<file path="src/rtl/usb_fx3_pkg.sv">
// Shared FX3 slave-FIFO constants: master modes, socket addresses and the
// stream-out FSM state encoding.
package usb_fx3_pkg;

    localparam logic [2:0] ModeLoopback  = 3'b000;
    localparam logic [2:0] ModeStreamOut = 3'b001;
    localparam logic [2:0] ModeStreamIn  = 3'b010;
    localparam logic [2:0] ModeZlp       = 3'b011;
    localparam logic [2:0] ModePartial   = 3'b100;
    localparam logic [2:0] ModeIdle      = 3'b101;

    localparam logic [1:0] SocketProducer = 2'b00;
    localparam logic [1:0] SocketConsumer = 2'b11;

    typedef enum logic [2:0] {
        StIdle      = 3'd0,
        StAddrSetup = 3'd1,
        StRead      = 3'd2,
        StReadTail  = 3'd3,
        StDrain     = 3'd4
    } stream_out_state_e;

endpackage

</file>
<file path="src/rtl/usb_stream_out_fifo.sv">
// First-word-fall-through capture FIFO for words read from the FX3 bus.
// rdata_o reads as zero while empty so the fabric never sees stale RAM contents.
module usb_stream_out_fifo #(
    parameter int unsigned Width = 32,
    parameter int unsigned Depth = 8
) (
    input  logic                   clk,
    input  logic                   rst_n,
    input  logic                   push_i,
    input  logic [Width-1:0]       wdata_i,
    input  logic                   pop_i,
    output logic [Width-1:0]       rdata_o,
    output logic                   empty_o,
    output logic [$clog2(Depth):0] count_o
);

    localparam int unsigned PtrW = $clog2(Depth);

    logic [Width-1:0] mem_q [Depth];
    logic [PtrW-1:0]  wr_ptr_q, rd_ptr_q;
    logic [PtrW:0]    count_q;
    logic             full, do_push, do_pop;

    assign empty_o = (count_q == '0);
    assign full    = (count_q == (PtrW + 1)'(Depth));
    assign do_pop  = pop_i && !empty_o;
    // A pop in the same cycle frees the slot the push needs.
    assign do_push = push_i && (!full || do_pop);
    assign count_o = count_q;
    assign rdata_o = empty_o ? '0 : mem_q[rd_ptr_q];

    always_ff @(posedge clk) begin
        if (do_push) begin
            mem_q[wr_ptr_q] <= wdata_i;
        end
    end

    always_ff @(posedge clk or negedge rst_n) begin
        if (!rst_n) begin
            wr_ptr_q <= '0;
            rd_ptr_q <= '0;
            count_q  <= '0;
        end else begin
            if (do_push) wr_ptr_q <= wr_ptr_q + PtrW'(1);
            if (do_pop)  rd_ptr_q <= rd_ptr_q + PtrW'(1);
            unique case ({do_push, do_pop})
                2'b10:   count_q <= count_q + (PtrW + 1)'(1);
                2'b01:   count_q <= count_q - (PtrW + 1)'(1);
                default: count_q <= count_q;
            endcase
        end
    end

    assert property (@(posedge clk) disable iff (!rst_n) !(push_i && full && !pop_i))
        else $error("capture fifo overflow");

endmodule

</file>
<file path="src/rtl/usb_stream_out.sv">
// FX3 slave-FIFO stream-out reader: pulls words from the consumer socket into a
// skid FIFO, throttling SLRD so words already in flight always have a slot.
module usb_stream_out
    import usb_fx3_pkg::*;
#(
    parameter int unsigned READ_WATERMARK = 6,
    parameter int unsigned READ_LATENCY   = 2,
    parameter int unsigned SKID_DEPTH     = 8
) (
    input  logic        clk,
    input  logic        rst_n,
    input  logic [2:0]  master_mode,
    input  logic [31:0] DQ,
    input  logic        FLAGC,
    input  logic        FLAGD,
    output logic        SLCS,
    output logic        SLOE,
    output logic        SLRD,
    output logic        SLWR,
    output logic        PKTEND,
    output logic [1:0]  A,
    output logic [31:0] data_in,
    output logic        data_valid,
    input  logic        data_ready,
    output logic [2:0]  current_stream_out_mode
);

    localparam int unsigned CntW     = $clog2(SKID_DEPTH) + 1;
    localparam int unsigned TailW    = $clog2(READ_WATERMARK + 1) + 1;
    localparam int unsigned TailInit = (READ_WATERMARK > READ_LATENCY + 1) ?
                                       (READ_WATERMARK - READ_LATENCY - 1) : 0;

    stream_out_state_e        state_q, state_d;
    logic [TailW-1:0]         tail_q, tail_d;
    logic [READ_LATENCY-1:0]  pipe_q, pipe_d;
    logic                     live_q;
    logic [CntW-1:0]          fifo_count, inflight;
    logic                     fifo_empty, room, pending, stream_on, rd, sloe;

    assign stream_on = (master_mode == ModeStreamOut);

    always_comb begin
        inflight = '0;
        pending  = 1'b0;
        for (int i = 0; i < int'(READ_LATENCY); i++) begin
            inflight = inflight + CntW'(pipe_q[i]);
        end
        // The oldest stage lands on this edge, so only younger stages keep DRAIN waiting.
        for (int i = 0; i < int'(READ_LATENCY) - 1; i++) begin
            pending = pending | pipe_q[i];
        end
        room = ({1'b0, fifo_count} + {1'b0, inflight}) < (CntW + 1)'(SKID_DEPTH);
    end

    always_comb begin
        state_d = state_q;
        tail_d  = tail_q;
        rd      = 1'b0;
        sloe    = 1'b0;
        unique case (state_q)
            StIdle: begin
                sloe = 1'b1;
                if (stream_on && FLAGC) state_d = StAddrSetup;
            end
            StAddrSetup: begin
                state_d = stream_on ? StRead : StDrain;
            end
            StRead: begin
                if (!stream_on || !FLAGC) begin
                    state_d = StDrain;
                end else begin
                    rd = room;
                    if (!FLAGD) begin
                        tail_d  = TailW'(TailInit);
                        state_d = (TailInit == 0) ? StDrain : StReadTail;
                    end
                end
            end
            StReadTail: begin
                if (!stream_on) begin
                    state_d = StDrain;
                end else if (room) begin
                    rd     = 1'b1;
                    tail_d = tail_q - TailW'(1);
                    if (tail_q <= TailW'(1)) state_d = StDrain;
                end
            end
            StDrain: begin
                if (!pending) state_d = StIdle;
            end
            default: state_d = StIdle;
        endcase
        pipe_d    = pipe_q << 1;
        pipe_d[0] = rd;
    end

    always_ff @(posedge clk or negedge rst_n) begin
        if (!rst_n) begin
            state_q <= StIdle;
            tail_q  <= '0;
            pipe_q  <= '0;
            live_q  <= 1'b0;
        end else begin
            state_q <= state_d;
            tail_q  <= tail_d;
            pipe_q  <= pipe_d;
            live_q  <= 1'b1;
        end
    end

    assign SLCS   = ~live_q;
    assign SLOE   = sloe;
    assign SLRD   = ~rd;
    assign SLWR   = 1'b1;
    assign PKTEND = 1'b1;
    assign A      = SocketConsumer;
    assign data_valid = ~fifo_empty;
    assign current_stream_out_mode = state_q;

    usb_stream_out_fifo #(
        .Width (32),
        .Depth (SKID_DEPTH)
    ) u_fifo (
        .clk     (clk),
        .rst_n   (rst_n),
        .push_i  (pipe_q[READ_LATENCY-1]),
        .wdata_i (DQ),
        .pop_i   (data_valid && data_ready),
        .rdata_o (data_in),
        .empty_o (fifo_empty),
        .count_o (fifo_count)
    );

endmodule

</file>
<file path="config.mk">
export PLATFORM = sky130hd
export DESIGN_NAME = usb_stream_out
export DESIGN_NICKNAME = d
export VERILOG_FILES = /design/src/rtl/usb_fx3_pkg.sv /design/src/rtl/usb_stream_out_fifo.sv /design/src/rtl/usb_stream_out.sv
export SDC_FILE = /design/constraint.sdc
export NUM_CORES = 1
export LEC_CHECK = 0
export BUFFER_PORTS_ARGS = -buffer_cell sky130_fd_sc_hd__buf_2
export CORE_MARGIN = 4
export CORE_UTILIZATION = 60
export DETAILED_ROUTE_END_ITERATION = 12
export HOLD_SLACK_MARGIN = 0.1
export PLACE_DENSITY = 0.8
export SETUP_SLACK_MARGIN = 0.1
export SYNTH_ARGS = -nofsm -noshare
export SYNTH_HDL_FRONTEND = slang
export SYNTH_SLANG_ARGS = --single-unit
</file>
<file path="constraint.sdc">
create_clock -name clk -period 5.3 [get_ports clk]
set_input_delay 0.265 -clock clk [delete_from_list [all_inputs] [get_ports clk]]
set_output_delay 0.265 -clock clk [all_outputs]
set_load 0.02 [all_outputs]
</file>
==> impl_results.md, run 1 <==
* TritonCTS Buffers at 26
* Clock latency on the worst-skew pair at between 0.5 and 0.6 ns
* Post-synthesis sequential element count at approximately 280
* Filler Cell Count at about 1,100
* Clock skew after layout at approximately 0.020 ns
* Netlist Area Pre-Place at 10,900 sq um
* Number of global-route vias before repair at between 5,000 and 6,000
* Die height at 143 microns
* Met2 routed WL at roughly 11,000 microns
* Leakage power summed over all cells at between 0.004 and 0.005 uW
* CTS clk-pin slew, worst paths at about 0.060 ns
* Number of placed cells counting well taps at 824
* YS warnings at 0
* Met1 wire length at between 8000 and 9000 microns
* Class of the tightest hold or removal check: input port to flip-flop
* Clock period minus worst slack at 3.33 ns
* Largest voltage drop on the vdd net at between 0.3 and 0.4 mV
* Root buf cell: clkbuf_16
* Type of element launching the critical path: flip-flop
* TritonCTS clock tree: built
* Top layer in use: met4
* Number of vias in the routed layout at approximately 5,500
* Final instance count without filler cells at ~910
* Overflow after GRT at 0
* Result of the run: finished, final reports clean
* Starting DRC count in detailed routing at ~470
* Slew @ Worst Pin at roughly 0.97 ns
* Fraction of registers with async set or reset after synthesis at 0.0725
* Hold violation total from the final report at 0
* Resize count post-CTS at 0
* Max Slew Vio Count at 0
* Total GRT Usage at 0.218
* Category of the worst setup path capture point: primary output
* Footprint of the multi-input gates at approximately 2600 sq um
* Share of synthesized area occupied by flip-flops and latches at 0.751
* Data arrival, critical path at slightly above 3 ns
* Wire length per cell after detailed routing at between 20 and 25 microns
* Number of cells produced by synthesis at 530
* Initial cell density of the core at 0.609
* Detailed placement HPWL at approximately 11,000 microns
* EDFF count, synth at 256
* Total number of placement rows at between 40 and 50
* Final total negative setup slack at 0 ns
* Die area at about 20,000 sq um
* Power Density at 470 nW/um^2
* Share of the clock period used by the worst path at 0.628
* First-pass GRT wire length at around 34,000 microns
* Largest net degree at the start of global routing at 50
* DRC violation count after routing at 0
* Syn_area_per_cell at 20.6 sq um
* Number of top-level pins at slightly above 80
* Leading register cell type out of synthesis: edfxtp_1
* Relative slew slack at 0.353
* Longest Clk Path Bufs at 3
* Endpoint required time on the critical path at approximately 5.0 ns
* Reg area at roughly 8000 sq um
* Max Cap Viol at 0
* Fmax achieved at 0.301 GHz
* Post-synthesis cell type count at between 40 and 50
* Level count of the clock H-tree at 1
* Floorplan core area at 17,900 sq um
* Final Routed Wirelength at ~21,000 microns
* Routed via count divided by cell count at a little over 6
* Library cell occupying the most area in the post-synthesis netlist: edfxtp_1
* Initial antenna violation count at 0
* Setup CP Type: flip-flop to primary output
* Number of input and output port buffers inserted at a little under 80
* Area growth syn-to-layout at 16.8%
* Post-detailed-placement cell area at between 10,000 and 15,000 sq um
* TritonCTS sink count at 276
* Largest cells by area after synthesis: edfxtp_1 (70%), mux4_2 (13%), dfrtp_1 (4.6%)
* Post-route cell area at 12,700 sq um
* Synth top area share at 0.705
* Overall die width at 143 microns
* Fin nets at roughly 700
* Routability congestion estimate at 0.791
* Maximum fanout count along the critical path at 49
* Setup violation total in the final timing report at 0
* Share of post-route cells with drive strength above 1 at 0.313
* Post-detailed-route count of antenna-violating nets at 0
* Routed met3 length at 1200 microns
* Unrepaired setup endpoints after global routing: false
* Number of iterations in the first detailed-routing pass at 5
* Number of diodes at 0
## cell usage after synthesis (2+ instances only)
cell	count
xnor2_1	3
buf_1	5
or2_2	2
mux2i_1	33
dfrtp_1	20
xor2_1	5
o2111ai_1	2
nand2b_1	6
mux4_2	64
nor3_1	8
nand2_1	5
ha_1	8
inv_1	10
clkbuf_1	10
a21oi_1	5
mux2_2	3
nor2_1	45
or3b_2	2
buf_2	8
nand3b_1	2
edfxtp_1	256
a31oi_1	2
buf_4	4
## routing by layer
metal | vias up | track usage
met5 | - | 0
met4 | 0 | 0.0480
met3 | 28 | 0.0298
met2 | 196 | 0.364
met1 | 2871 | 0.318
li1 | 2393 | -
## state kept, by name, summed over array words and instances (netlist names)
register	count
tail_q	4
live_q	1
u_fifo.wr_ptr_q	3
u_fifo.count_o	4
pipe_q	2
current_stream_out_mode	3
u_fifo.rd_ptr_q	3
u_fifo.mem_q	256
## stage by stage
step	power (uW)	utilization	hold slack (ns)	setup slack, ns
final	5990	0.712	0.142	1.97
after global routing	6270	0.712	0.135	1.66
after CTS	6030	0.712	0.117	1.87
after detailed placement	4310	0.648	0.242	2.30
after global placement	4280	0.648	0.227	2.39
after floorplan	3850	-	-0.0306	1.59
## cell families (layout without fill, tap and decap cells)
family / Yosys count / in the layout / synth area share
multiplexers: 101 / 101 / 0.167
buffers and inverters: 39 / 183 / 0.0164
XOR/XNOR: 8 / 8 / 0.00642
AO/OA/AOI/OAI: 19 / 19 / 0.0145
AND/OR/NAND/NOR: 78 / 78 / 0.0357
other: 1 / 5 / 0.000344
flip-flops: 276 / 276 / 0.751
adder cells (fa/ha/maj): 8 / 8 / 0.00918
## placed cells by master, fill, tap and decap left out, drive strengths merged, types with 2 or more instances in the layout
master,Yosys,routed
inv,11,11
xnor2,3,3
buf,18,89
clkinv,0,10
a21oi,5,5
mux2i,33,33
or2,2,2
nand2,5,5
clkbuf,10,37
nand3b,2,2
nand2b,6,6
mux2,4,4
nor3,8,8
edfxtp,256,256
dlygate4sd3,0,36
dfrtp,20,20
a31oi,2,2
or3,2,2
xor2,5,5
mux4,64,64
or3b,2,2
o2111ai,2,2
conb,1,5
nor2,46,46
ha,8,8
## what timing repair did
action                    in CTS  in global routing
hold buffers                  36                  0
setup buffers                  0                  0
hold endpoints to repair     279                  0
## power by group
| part | switching (uW) | internal (uW) |
|---|---|---|
| Sequential | 230 | 2410 |
| Clock | 746 | 959 |
| Combinational | 839 | 802 |
## path summary, 6_finish.rpt
path	start	to	slack, ns	cells after the start
min in group asynchronous	rst_n	live_q	0.23	2
worst max register to register	u_fifo.count_o[2]	u_fifo.count_o[3]	2.29	8
max in group asynchronous	rst_n	u_fifo.rd_ptr_q[0]	4.71	2
worst max-delay path	u_fifo.rd_ptr_q[0]	data_in[6]	1.97	5
worst min-delay path	data_ready	u_fifo.wr_ptr_q[0]	0.14	4
worst min register to register	pipe_q[0]	pipe_q[1]	0.43	0
## critical path, stage by stage (launching register included)
cell and delay, ns:
dfrtp_4 1.05, buf_4 0.48, mux4_2 0.56, mux2i_1 0.14, nor2_1 0.07, buf_2 0.19
## final cells by class
cell class | instances | share of cell area
repair buffers | 125 | 0.0654
well taps | 229 | 0.0225
clock buffers | 37 | 0.0575
clock inverters | 10 | 0.00353
flip-flops and latches | 276 | 0.643
inverters | 11 | 0.00324
multi-input cells | 219 | 0.205
Note: power is estimated with default switching activity, not from simulation.
==> run 2: changes to the inputs <==
Settings changed: CORE_UTILIZATION 60 to 54, PLACE_DENSITY 0.8 to 0.76.
Clock period 5.3 ns to 2.85 ns, I/O delays scaled along.
==> impl_results.md, run 2 (synthesis gave the netlist of run 1 again) <==
* Root buf cell: clkbuf_16
* Unrepaired setup endpoints after global routing: false
* Area growth syn-to-layout at 20.9%
* Commonest cells after routing, fill and taps aside: edfxtp_1 (256), buf_2 (78), mux4_2 (64)
* Share of the clock period used by the worst path at 0.917
* Die area at around 23,000 sq um
* Maximum fanout count along the critical path at 30
* Max reg flops at about 260
* Die height at ~150 microns
* Setup CP Type: flip-flop to primary output
* Fin nets at 724
* Power Density at roughly 890 nW/um^2
* Net Sw Frac at 0.295
* Number of global-route vias before repair at a little under 6,000
* Number of vias in the routed layout at between 5,000 and 6,000
* Clock network fraction of design power at 0.313
* Net switching power of the design at between 3000 and 4000 uW
* Top layer in use: met4
* Layout Utilization at 0.671
* Total number of placement rows at 51
* CTS clk-pin slew, worst paths at ~0.06 ns
* Routed via count divided by cell count at around 5.7
* Routed met3 length at about 1300 microns
* Wire length per cell after detailed routing at between 20 and 25 microns
* Type of element launching the critical path: flip-flop
* Final Routed Wirelength at between 20,000 and 25,000 microns
* Most common library cell in the layout ignoring fill and taps: edfxtp_1
* Power after layout at between 10,000 and 15,000 uW
* Largest net degree at the start of global routing at 33
* Max Slew Vio Count at 0
* Slew @ Worst Pin at approximately 0.75 ns
* Initial cell density of the core at 0.555
* Internal Power at slightly above 8000 uW
* Share of post-route cells with drive strength above 1 at 0.328
* Leakage power summed over all cells at 0.00458 uW
* Routability congestion estimate at 0.787
* Number of top-level pins at 83
* Longest Clk Path Bufs at 3
* Level count of the clock H-tree at 1
* TritonCTS sink count at around 280
* Relative slew slack at 0.501
* Overall die width at 150 microns
* Register with the most flip-flops: u_fifo.mem_q
* Clock period minus worst slack at 2.61 ns
* Floorplan core area at just under 20,000 sq um
* Number of iterations in the first detailed-routing pass at 5
* Result of the run: finished, final reports clean
* Clock skew after layout at 0.00861 ns
* Final total negative setup slack at 0 ns
* Starting DRC count in detailed routing at 443
* Setup violation total in the final timing report at 0
* Detailed placement HPWL at ~12,000 microns
* First-pass GRT wire length at between 30,000 and 40,000 microns
* Filler Cell Count at 1,294
* Data arrival, critical path at ~2.5 ns
* Max Cap Viol at 0
* DRC violation count after routing at 0
* Post-detailed-route count of antenna-violating nets at 0
* Category of the worst setup path capture point: primary output
* Clock latency on the worst-skew pair at roughly 0.52 ns
* Fmax achieved at roughly 0.38 GHz
* Register share of total power at 0.398
* Endpoint required time on the critical path at roughly 2.7 ns
* Total GRT Usage at 0.198
* Met1 wire length at approximately 8900 microns
* Number of input and output port buffers inserted at 78
* Worst Hold Margin at 0.116 ns
* Initial antenna violation count at 1
* Hold violation total from the final report at 0
* TritonCTS clock tree: built
* Largest voltage drop on the vdd net at 0.646 mV
* Class of the tightest hold or removal check: input port to async pin
* Overflow after GRT at 0
* Share of power burned in combinational logic at 0.289
* TritonCTS Buffers at 28
* Met2 routed WL at around 11,000 microns
[run 2: changes by cell type in the layout (fill, tap and decap cells not counted), sizes merged]
| cell | before | now |
|---|---|---|
| clkinvlp | 0 | 1 |
| buf | 89 | 101 |
| diode | 0 | 1 |
| bufinv | 0 | 4 |
| dlygate4sd3 | 36 | 39 |
| clkbuf | 37 | 36 |
| clkinv | 10 | 11 |
[run 2: power groups by stage]
stage          clock (uW)  combinational (uW)  sequential [uW]
6_report             3680                3390             4680
2_1_floorplan           0                2530             4630
3_5_place_dp            0                3370             4760
5_1_grt              3910                3690             4700
3_3_place_gp            0                3320             4750
4_1_cts              3730                3440             4680
[run 2: area by class of cell]
type | count | area (sq um) | share of cell area
antenna | 1 | 2.50 | 0.000190
clock buffer | 36 | 752 | 0.0570
clock inverter | 16 | 184 | 0.0139
inverter | 11 | 41.3 | 0.00313
multi-input combinational | 219 | 2620 | 0.199
sequential | 276 | 8200 | 0.621
tap | 265 | 332 | 0.0251
timing repair buffer | 140 | 1060 | 0.0802
[run 2: path summary, 6_finish.rpt]
check                              startpoint                         end  slack [ns]  cells after the start
max                        u_fifo.rd_ptr_q[0]                 data_in[28]        0.24                      5
min                                     rst_n          u_fifo.wr_ptr_q[1]        0.12                      2
max reg2reg                 u_fifo.count_o[2]           u_fifo.count_o[2]        0.31                      9
min reg2reg                         pipe_q[0]                   pipe_q[1]        0.42                      0
max in group asynchronous               rst_n          u_fifo.rd_ptr_q[1]        2.36                      2
min in group clk               master_mode[0]  current_stream_out_mode[2]        0.17                      4
[run 2: what timing repair did]
action | in CTS | in global routing
setup endpoints to repair | 0 | 24
resized for setup | 0 | 2
endpoints found under the hold margin | 284 | 0
setup buffers | 0 | 4
hold buffers | 39 | 0
[run 2: through the flow]
stage | cell area [sq um] | setup WS (ns) | instances
after floorplan | 10900 | 0.000149 | 534
after global placement | 11800 | 0.321 | 868
after detailed placement | 11800 | 0.183 | 868
after CTS | 13100 | 0.162 | 959
after global routing | 13200 | 0.144 | 964
final | 13200 | 0.237 | 964
[run 2: layer usage]
layer	vias to the layer above	track usage
met1	2855	0.279
met2	198	0.337
met3	24	0.0319
li1	2431	-
met5	-	0
met4	0	0.0380
[run 2: worst max-delay path, stage by stage, from the launching register on]
cell and delay, ns:
dfrtp_4 0.54, buf_12 0.29, mux4_2 0.53, mux2i_1 0.31, nor2_1 0.08, buf_2 0.18
==> run 3: changes to the inputs <==
==> constraint.sdc (replaced) <==
create_clock -name clk -period 2.85 [get_ports clk]
set_input_delay 0.57 -clock clk [delete_from_list [all_inputs] [get_ports clk]]
set_output_delay 0.57 -clock clk [all_outputs]
set_load 0.02 [all_outputs]
==> impl_results.md, run 3 (synthesis gave the netlist of run 1 again) <==
* Floorplan core area at ~20,000 sq um
* Clock latency on the worst-skew pair at roughly 0.54 ns
* Die area at between 20,000 and 25,000 sq um
* Clock network fraction of design power at 0.302
* Unrepaired setup endpoints after global routing: true
* Overall die width at 150 microns
* Filler Cell Count at roughly 1,300
* Number of cells traversed by the worst register-to-register path at 5
* Total number of placement rows at between 50 and 60
* Maximum fanout count along the critical path at 7
* Net Sw Frac at 0.295
* Max reg flops at about 260
* Fmax achieved at between 0.3 and 0.4 GHz
* Share of the clock period used by the worst path at 0.997
* Share of power burned in combinational logic at 0.321
* Clock skew after layout at 0.00915 ns
* Commonest cells after routing, fill and taps aside: edfxtp_1 (256), buf_2 (68), mux4_2 (64)
* Initial antenna violation count at 3
* Total GRT Usage at 0.194
* Type of element launching the critical path: flip-flop
* Power after layout at around 12,000 uW
* Max Cap Viol at 0
* Most common library cell in the layout ignoring fill and taps: edfxtp_1
* Net switching power of the design at about 3600 uW
* Crit-path slowest cell: mux4_2
* Result of the run: finished, final reports clean
* TritonCTS Buffers at 28
* Setup CP Type: flip-flop to primary output
* Routability congestion estimate at about 0.75
* TritonCTS sink count at between 200 and 300
* Cells along the critical path: buf_6, buf_12, mux4_2, mux2i_1, nor2_1, buf_2
* Hold violation total from the final report at 0
* Register with the most flip-flops: u_fifo.mem_q
* Number of iterations in the first detailed-routing pass at 5
* Longest Clk Path Bufs at 3
* Wire length per cell after detailed routing at roughly 24 microns
* Level count of the clock H-tree at 1
* TritonCTS clock tree: built
* Root buf cell: clkbuf_16
* First-pass GRT wire length at roughly 33,000 microns
* Crit path setup slack, layout at roughly 0.0096 ns
* Hold Path Cell Cnt at 1
* Starting DRC count in detailed routing at about 470
* Power Density at between 900 and 1000 nW/um^2
* Overflow after GRT at 0
* Largest voltage drop on the vdd net at between 0.6 and 0.7 mV
* Number of input and output port buffers inserted at between 70 and 80
* Area growth syn-to-layout at 18.8%
* Fin nets at roughly 690
* Class of the tightest hold or removal check: input port to flip-flop
* Largest net degree at the start of global routing at 45
* Endpoint required time on the critical path at 2.28 ns
* Number of diodes at 0
* Internal Power at roughly 8600 uW
* Number of global-route vias before repair at 5,694
* Register share of total power at 0.377
* Data arrival, critical path at around 2.3 ns
* Final Routed Wirelength at around 22,000 microns
* Largest incremental delay on the critical path at 0.52 ns
* DRC violation count after routing at 0
* Clock period minus worst slack at about 2.8 ns
* Leakage power summed over all cells at around 0.0045 uW
* Final total negative setup slack at 0 ns
* Setup violation total in the final timing report at 0
* Initial cell density of the core at 0.555
* Post-place setup slack at 0.261 ns
* Post-detailed-route count of antenna-violating nets at 0
* Share of post-route cells with drive strength above 1 at 0.362
* Number of top-level pins at 83
* Category of the worst setup path capture point: primary output
* Detailed placement HPWL at 12,200 microns
* CTS clk-pin slew, worst paths at about 0.060 ns
* Routed via count divided by cell count at 5.74
* Max Slew Vio Count at 0
* Number of vias in the routed layout at about 5,300
* Relative slew slack at 0.241
* Die height at between 150 and 200 microns
* Slew @ Worst Pin at between 1 and 1.5 ns
==> run 3: timing repair <==
item,4_1_cts,5_1_grt
endpoints found under the hold margin,20,0
resized for setup,5,18
pin swaps,0,7
setup endpoints to repair,32,33
setup buffers,7,1
gates cloned,0,4
hold buffers,1,0
==> run 3: critical path: cells and delay by family, from the launching register on <==
kind                   cells  cell delay (ns)
buffers and inverters      3             0.50
flip-flops                 1             0.45
multiplexers               2             0.72
AND/OR/NAND/NOR            1             0.07
==> run 3: layout make-up <==
type / instances / area, sq um / area share
flip-flops and latches: 276 / 8190 / 0.632
multi-input cells: 219 / 2630 / 0.203
repair buffers: 107 / 815 / 0.0629
clock buffers: 33 / 741 / 0.0572
well taps: 265 / 332 / 0.0256
clock inverters: 17 / 203 / 0.0156
inverters: 11 / 41.3 / 0.00319
==> run 3: final timing paths <==
kind / from / end / slack [ns]
setup / recovery: u_fifo.rd_ptr_q[0] / data_in[24] / 0.01
hold / removal: DQ[14] / u_fifo.mem_q[5][14] / 0.31
setup reg to reg: u_fifo.count_o[3] / u_fifo.mem_q[1][0] / 0.28
hold reg to reg: pipe_q[0] / pipe_q[1] / 0.42
max in group asynchronous: rst_n / u_fifo.rd_ptr_q[0] / 1.96
min in group asynchronous: rst_n / u_fifo.count_o[1] / 0.53
==> run 3: metrics by stage <==
stage	hold slack (ns)	area [sq um]	util	std cells
2_1_floorplan	0.274	10900	-	534
3_3_place_gp	0.401	11800	0.599	865
3_5_place_dp	0.411	11800	0.599	865
4_1_cts	0.278	12800	0.651	923
5_1_grt	0.292	13000	0.659	928
6_report	0.305	13000	0.659	928
==> run 3: metal layers <==
layer | wire [microns] | vias to the layer above | share of wire | global-route usage
met5 | 28 | - | 0.0013 | 0
met4 | 257 | 6 | 0.012 | 0.0407
met3 | 1240 | 32 | 0.057 | 0.0406
met2 | 11400 | 155 | 0.52 | 0.329
met1 | 9030 | 2768 | 0.41 | 0.266
li1 | - | 2363 | - | -
==> run 3: power by group through the flow <==
stage	Combinational [uW]	Clock, uW	Sequential [uW]
2_1_floorplan	2530	0	4630
3_3_place_gp	3370	0	4790
3_5_place_dp	3420	0	4800
4_1_cts	3680	3770	4610
5_1_grt	4240	3950	4630
6_report	3930	3710	4620
